<file path="config.mk">
export PLATFORM = sky130hd
export DESIGN_NAME = datapath_bus
export DESIGN_NICKNAME = d
export VERILOG_FILES = /design/src/rtl/bus_pkg.sv /design/src/rtl/bus_encoder_32to5.sv /design/src/rtl/datapath_bus.sv
export SDC_FILE = /design/constraint.sdc
export NUM_CORES = 1
export LEC_CHECK = 0
export BUFFER_PORTS_ARGS = -buffer_cell sky130_fd_sc_hd__clkbuf_2
export CAP_MARGIN = 0
export CORE_AREA = 2 2 378 380
export CTS_CLUSTER_SIZE = 12
export DETAILED_ROUTE_END_ITERATION = 8
export DIE_AREA = 0 0 380 382
export SLEW_MARGIN = 20
export SYNTH_ARGS = -nofsm -noshare
export SYNTH_HDL_FRONTEND = slang
export SYNTH_SLANG_ARGS = --single-unit
</file>
<file path="constraint.sdc">
create_clock -name clk -period 4.5 [get_ports clk]
set_clock_uncertainty 0.15 [all_clocks]
set_input_delay 0.45 -clock clk [delete_from_list [all_inputs] [get_ports clk]]
set_output_delay 0.45 -clock clk [all_outputs]
set_load 0.1 [all_outputs]
</file>
<file path="src/rtl/bus_pkg.sv">
// Shared constants for the CPU datapath bus: widths and source indices.
package bus_pkg;

  localparam int DATA_W  = 32;
  localparam int NUM_SRC = 27;

  // Source indices, also the priority order (lower index wins).
  localparam logic [4:0] SRC_R0    = 5'd0;
  localparam logic [4:0] SRC_R15   = 5'd15;
  localparam logic [4:0] SRC_HI    = 5'd16;
  localparam logic [4:0] SRC_LO    = 5'd17;
  localparam logic [4:0] SRC_ZHI   = 5'd18;
  localparam logic [4:0] SRC_ZLO   = 5'd19;
  localparam logic [4:0] SRC_PC    = 5'd20;
  localparam logic [4:0] SRC_IR    = 5'd21;
  localparam logic [4:0] SRC_MDR   = 5'd22;
  localparam logic [4:0] SRC_IN    = 5'd23;
  localparam logic [4:0] SRC_CSIGN = 5'd24;
  localparam logic [4:0] SRC_Y     = 5'd25;
  localparam logic [4:0] SRC_MAR   = 5'd26;

  // Encoded value meaning "nothing drives the bus".
  localparam logic [4:0] SRC_NONE  = 5'd31;

endpackage

</file>
<file path="src/rtl/bus_encoder_32to5.sv">
// Priority encoder: 27 source enables -> lowest asserted index, plus a
// flag raised when more than one enable is active.
module bus_encoder_32to5
  import bus_pkg::*;
(
  input  logic [NUM_SRC-1:0] i_en,
  output logic [4:0]         o_sel,
  output logic               o_multi
);

  // Scan from the lowest-priority source upward so the lowest index wins.
  always_comb begin
    // NOTE: every output gets a default first so no path leaves it unassigned (no latch).
    o_sel = SRC_NONE;
    for (int i = NUM_SRC - 1; i >= 0; i--) begin
      if (i_en[i]) o_sel = 5'(i);
    end
  end

  // Clearing the lowest set bit leaves something only if two or more were set.
  assign o_multi = |(i_en & (i_en - {{(NUM_SRC-1){1'b0}}, 1'b1}));

endmodule

</file>
<file path="src/rtl/datapath_bus.sv">
// 27:1 datapath bus multiplexer with a registered bus snapshot and a
// sticky multi-driver fault flag.
module datapath_bus
  import bus_pkg::*;
(
  input  logic              clk,
  input  logic              reset,
  input  logic              R0out,  R1out,  R2out,  R3out,
  input  logic              R4out,  R5out,  R6out,  R7out,
  input  logic              R8out,  R9out,  R10out, R11out,
  input  logic              R12out, R13out, R14out, R15out,
  input  logic              HIout, LOout, Zhighout, Zlowout, PCout, IRout,
  input  logic              MDRout, INout, Cout, Yout, MARout,
  input  logic [DATA_W-1:0] R0,  R1,  R2,  R3,  R4,  R5,  R6,  R7,
  input  logic [DATA_W-1:0] R8,  R9,  R10, R11, R12, R13, R14, R15,
  input  logic [DATA_W-1:0] HI, LO, ZHI, ZLO, PC, IR,
  input  logic [DATA_W-1:0] MDR, IN, CSIGN, Y, MAR,
  output logic [DATA_W-1:0] BusMuxOut,
  output logic [4:0]        bus_sel,
  output logic [DATA_W-1:0] bus_q,
  output logic              multi_drive
);

  logic [NUM_SRC-1:0] w_en;
  logic [DATA_W-1:0]  w_src [NUM_SRC];
  logic               w_multi;
  logic [DATA_W-1:0]  r_bus_q;
  logic               r_multi_drive;

  // Bit position of each enable equals its source index.
  assign w_en = {MARout, Yout, Cout, INout, MDRout, IRout, PCout, Zlowout,
                 Zhighout, LOout, HIout,
                 R15out, R14out, R13out, R12out, R11out, R10out, R9out, R8out,
                 R7out,  R6out,  R5out,  R4out,  R3out,  R2out,  R1out, R0out};

  assign w_src = '{R0, R1, R2,  R3,  R4,  R5,  R6,  R7,
                   R8, R9, R10, R11, R12, R13, R14, R15,
                   HI, LO, ZHI, ZLO, PC, IR, MDR, IN, CSIGN, Y, MAR};

  bus_encoder_32to5 u_enc (
    .i_en    (w_en),
    .o_sel   (bus_sel),
    .o_multi (w_multi)
  );

  // Route the selected source onto the bus; an idle bus reads as zero.
  always_comb begin
    BusMuxOut = '0;
    if (bus_sel != SRC_NONE) BusMuxOut = w_src[bus_sel];
  end

  // Snapshot the bus and accumulate multi-driver faults until reset.
  always_ff @(posedge clk) begin
    // NOTE: state uses non-blocking assignments so all flops update together at the edge.
    if (reset) begin
      r_bus_q       <= '0;
      r_multi_drive <= 1'b0;
    end else begin
      r_bus_q       <= BusMuxOut;
      r_multi_drive <= r_multi_drive | w_multi;
    end
  end

  assign bus_q       = r_bus_q;
  assign multi_drive = r_multi_drive;

endmodule

</file>
# [Word-level counts from Yosys, hierarchy flattened]
# Index checks and enable logic that the tools add are counted.
[totals] inputBits=893 word_cells=40 output_inout_bits=70 reg_bits=33
[classes] magnitude_cmp=1 bitwise_logic=3 eq_ne=1 addsub=1 muxes=31 n_reduce_logical=1
[ops] cell="binary-select mux 32 bit (select 5 bit)" count=1
[ops] cell="two-way mux 32 bit" count=3
[ops] cell="two-way mux 5 bit" count=16
[ops] cell="two-way mux 4 bit" count=8
[ops] cell="bitwise AND 27 bit" count=1
[ops] cell="OR reduction 27 bit" count=1
[ops] cell="subtractor 27 x 1 -> 27 bit (second input constant)" count=1
[ops] cell="two-way mux 3 bit" count=3
[ops] cell="greater-or-equal comparator 6 bit (second input constant)" count=1
[ops] cell="NOT 5 -> 6 bit" count=1
[ops] cell="inequality test 5 bit (second input constant)" count=1
[ops] cell="bitwise OR 1 bit" count=1

# [Depth between registers and ports, before layout]
[logic_depth] depth_word=32 ltp_mapped=14 mapped_depth_nobuf=10

# [Modules after synthesis]
# A second synthesis with hierarchy kept.
[unflattened] hier_cells=956 hier_area_um2=9132.5
[modules_own_cells] mod="datapath_bus" area_each_um2=8548.2 cells_per_inst=860 n_inst=1 seq_area_each_um2=660.6
[modules_own_cells] mod="bus_encoder_32to5" area_each_um2=584.3 cells_per_inst=96 n_inst=1 seq_area_each_um2=0.0

# [Worst setup path before layout]
# No wires, ideal clock.
[synth_path] path_kind="input -> output" from="in R3out" to="out BusMuxOut[28]" setup_slack_ns=-1.408 stages=9 n_path_buf=3 t_required_ns=3.900 arrival_time_ns=5.308 cell_sequence="clkbuf_1 > nor4_1 > and2_1 > nand3_1 > inv_1 > clkbuf_1 > buf_1 > o2111ai_1 > nor3_1"
[synth_between] elab_chain_len=9 elab_cells_between_ends=10 cone_classes="1 x eq/ne; 8 x mux; 1 x bitwise"
[synth_lines] element="start: declaration" line_no="datapath_bus.sv:8" source="input logic R0out, R1out, R2out, R3out,"
[synth_lines] element="two-way mux 5 bit * (4 in a row)" line_no="bus_encoder_32to5.sv:16" source="if (i_en[i]) o_sel = 5'(i);"
[synth_lines] element="via bus_sel[4]" line_no="datapath_bus.sv:19" source="output logic [4:0] bus_sel,"
[synth_lines] element="NOT 5 -> 6 bit (not written as such)" line_no="datapath_bus.sv:49" source="if (bus_sel != SRC_NONE) BusMuxOut = w_src[bus_sel];"
[synth_lines] element="binary-select mux 32 bit (select 5 bit)" line_no="datapath_bus.sv:49"
[synth_lines] element="two-way mux 32 bit (not written as such) (2 in a row)" line_no="datapath_bus.sv:49"
[synth_lines] element="two-way mux 32 bit *" line_no="datapath_bus.sv:49"
[synth_lines] element="end: declaration" line_no="datapath_bus.sv:18" source="output logic [DATA_W-1:0] BusMuxOut,"
# Mark *: on every way through the listed nets, which the timed path passes. The rest lies on a longest branch. The select of a mux whose other input is x is not followed.

# [Worst setup path in the final report]
[layout_path] from="in MDRout" to="out BusMuxOut[18]"
[layout_between] elab_chain_len=28 elab_cells_between_ends=29 cone_classes="1 x eq/ne; 27 x mux; 1 x bitwise"
[layout_lines] element="start: declaration" line_no="datapath_bus.sv:13" source="input logic MDRout, INout, Cout, Yout, MARout,"
[layout_lines] element="two-way mux 4 bit * (7 in a row)" line_no="bus_encoder_32to5.sv:16"
[layout_lines] element="two-way mux 5 bit * (16 in a row)" line_no="bus_encoder_32to5.sv:16"
[layout_lines] element="NOT 5 -> 6 bit (not written as such)" line_no="datapath_bus.sv:49"
[layout_lines] element="binary-select mux 32 bit (select 5 bit)" line_no="datapath_bus.sv:49"
[layout_lines] element="two-way mux 32 bit (not written as such) (2 in a row)" line_no="datapath_bus.sv:49"
[layout_lines] element="two-way mux 32 bit *" line_no="datapath_bus.sv:49"
# Mark *: on every way between the ends. The rest lies on a longest branch, timed or not. The select of a mux whose other input is x is not followed.

==> results.json <==
{
  "outcome": "completed",
  "crit_chain": "clkbuf_2, inv_1, a221oi_1, o211a_2, o21a_4, inv_16, buf_4, buf_12, mux2i_1, buf_4, a211oi_1, a211oi_1, buf_4, nor2_4, buf_12",
  "worstSetupStartpoint": "MDRout",
  "post-route-min-period_ns": 4.442,
  "synth_top_cell_area_share": 0.1823,
  "maxSlewHeadroom": 0.4021,
  "grt_max_degree": 74,
  "drv_cap": 0,
  "fin_area_um2": 19630,
  "rsz0062_at_grt": "true",
  "crit_type": "input pin to output pin",
  "grt-ovfl-total": 0,
  "startpoint_type": "input pin",
  "die_area_um2": 145200,
  "start_util": 0.06743,
  "slowest_delay_ns": 0.57,
  "place_hpwl_mm": 127.1,
  "placed_area_um2": 19100,
  "post-route-period-util": 0.9870,
  "core-area_um2": 140900,
  "numCtsBuffers": 5,
  "rows": 138,
  "final_max_slew_viol_count": 0,
  "syn_area_um2": 9500,
  "hold_class": "input pin to flop",
  "crit_path_frequent_cell": "buf_4",
  "wl_met3_mm": 10.14,
  "die_x_um": 380,
  "wl_met1_mm": 56.95,
  "crit_buf_inv": 8,
  "leakagePower_nw": 8.935,
  "dr_wl_met2_mm": 70.08,
  "cts_max_level": 2,
  "ys_top_cells_by_count": "mux2i_1 (173), nand2_1 (119), nand3_1 (119)",
  "die_height_um": 382,
  "syn_inst": 1324,
  "ant_nets": 0,
  "fillers": 16420,
  "grt_usage": 0.1874,
  "synth_warnings": 0,
  "regArea_um2": 660.6,
  "antenna_found_initial": 112,
  "fin_nets": 3314,
  "required_ns": 3.90,
  "power_density_nw_per_um2": 185.1,
  "synth_area_per_cell_um2": 7.175,
  "peakVddDrop_mv": 0.1274,
  "fmax_ghz": 0.2251,
  "multi_input_area_um2": 8185,
  "cts_tree": "built",
  "clock_latency_ns": 0.32,
  "synth_edf_count": 0,
  "r2r-start": "multi_drive",
  "hold_viol_final": 0,
  "drt_first_pass_iters": 5,
  "syn-num-nets": 2217,
  "cts_root_buffer": "clkbuf_16",
  "viasPerCell": 3.958,
  "setup_viol": 0,
  "critPathTopFamily": "compound AO/OA/AOI/OAI gates",
  "routed_wl_mm": 142.6,
  "first_iter_violations": 1430,
  "syn2layout_area_growth_pct": 106.7,
  "synth_ff_type": "dfxtp_1",
  "route.detailed.drc": 0,
  "crit_slowest_cell": "a211oi_1",
  "async_reset_ff_frac": 0,
  "portBuffers": 962,
  "wl_per_cell_um": 32.77,
  "critPathCaptureType": "output pin",
  "vias": 17230,
  "io_pins": 963,
  "gp_congestion": 0.9612,
  "critPathArrivalTime_ns": 3.84,
  "synth_area_leaders": "mux2i_1 (18%), dfxtp_1 (7.0%), o211ai_1 (6.7%)",
  "cp_max_fo": 22,
  "worstMarginPinSlew_ns": 0.8852,
  "ys_seq_area_frac": 0.06954,
  "cts.path.max_buffers": 2,
  "setup_tns_ns": 0,
  "drive_gt1_frac": 0.5595,
  "synth.ff_latch_count": 33,
  "grt_pass1_vias": 17110,
  "synth_area_leader_cell": "mux2i_1",
  "grt_pass1_wl_mm": 178.0,
  "cts.clk_slew.worst_paths_ns": 0.07,
  "yosysMostFrequentCell": "mux2i_1",
  "min-delay-start": "MARout",
  "ys_types": 75,
  "topRoutingLayerUsed": "met5",
  "cts.sinks": 33
}
-- state kept, by name (all words and copies together) (netlist names) --
signal / count
multi_drive: 1
bus_q: 32
-- kinds of logic after synthesis --
logic type      share of synthesized area
simple gates                       0.2311
mux                                0.1977
compound gates                     0.3989
flops                             0.06954
fa+ha+maj                        0.001054
buf+inv                            0.1017
-- final cells by class --
type	count	area share
sequential	33	0.03365
timing repair inverter	1	0.0004461
clock buffer	5	0.006373
inverter	33	0.007584
tap	1890	0.1205
antenna	41	0.005226
clock inverter	3	0.003314
timing repair buffer	1243	0.4060
multi-input combinational	1104	0.4169
-- stage by stage --
stage	cells	setup WS, ns	hold WS [ns]	util	power [mW]
2_1_floorplan	1324	-0.1302	0.4870	-	1.544
3_3_place_gp	4297	-0.3971	0.8107	0.1356	3.111
3_5_place_dp	4297	-0.3755	0.7827	0.1356	3.100
4_1_cts	4311	0.001534	0.4023	0.1376	3.717
5_1_grt	4335	-0.09429	0.4247	0.1390	3.811
6_report	4353	0.05850	0.4014	0.1393	3.635
-- tightest hold or removal path: cells and delay by family --
family | cells | cell delay (ns)
compound gates | 2 | 0.23
buf+inv | 1 | 0.11
-- where the power goes --
group | internal (mW) | switching [mW]
sequential | 0.321 | 0.0124
clock | 0.319 | 0.214
combinational | 1.01 | 1.76
total | 1.65 | 1.99
-- metal layers --
metal	vias up	GRT usage
li1	7617	-
met1	8341	0.2217
met2	986	0.3304
met3	239	0.04503
met4	48	0.06077
met5	-	0.0003307
-- placed cells by master, fill, tap and decap left out, types with 17 or more instances in the layout --
cell type,instances
nand4_1,39
o211a_1,19
o221ai_1,48
inv_1,28
o22ai_1,19
mux2i_1,166
nor2_1,18
nand3_1,118
clkbuf_2,927
a21oi_1,37
nand2_1,119
o2111ai_1,19
buf_12,72
diode_2,41
nor3_1,52
buf_4,238
a211oi_1,58
nor3_2,17
a31oi_1,41
a32oi_1,19
o21ai_0,28
dfxtp_1,33
o211ai_1,85
nor2_4,17
-- final timing paths --
check	cells past startpoint	to	slack [ns]
max	15	BusMuxOut[18]	0.06
min	3	multi_drive	0.40
max reg2reg	6	multi_drive	2.45
min reg2reg	6	multi_drive	1.20
-- timing repair --
| action | in CTS | in global routing |
|---|---|---|
| resized for setup | 11 | 26 |
| pin swaps | 4 | 4 |
| endpoints found under the setup margin | 12 | 22 |
| cloned | 1 | 0 |
| setup buffers | 5 | 1 |
| hold buffers | 0 | 0 |
(Power assumes the default switching activity.)
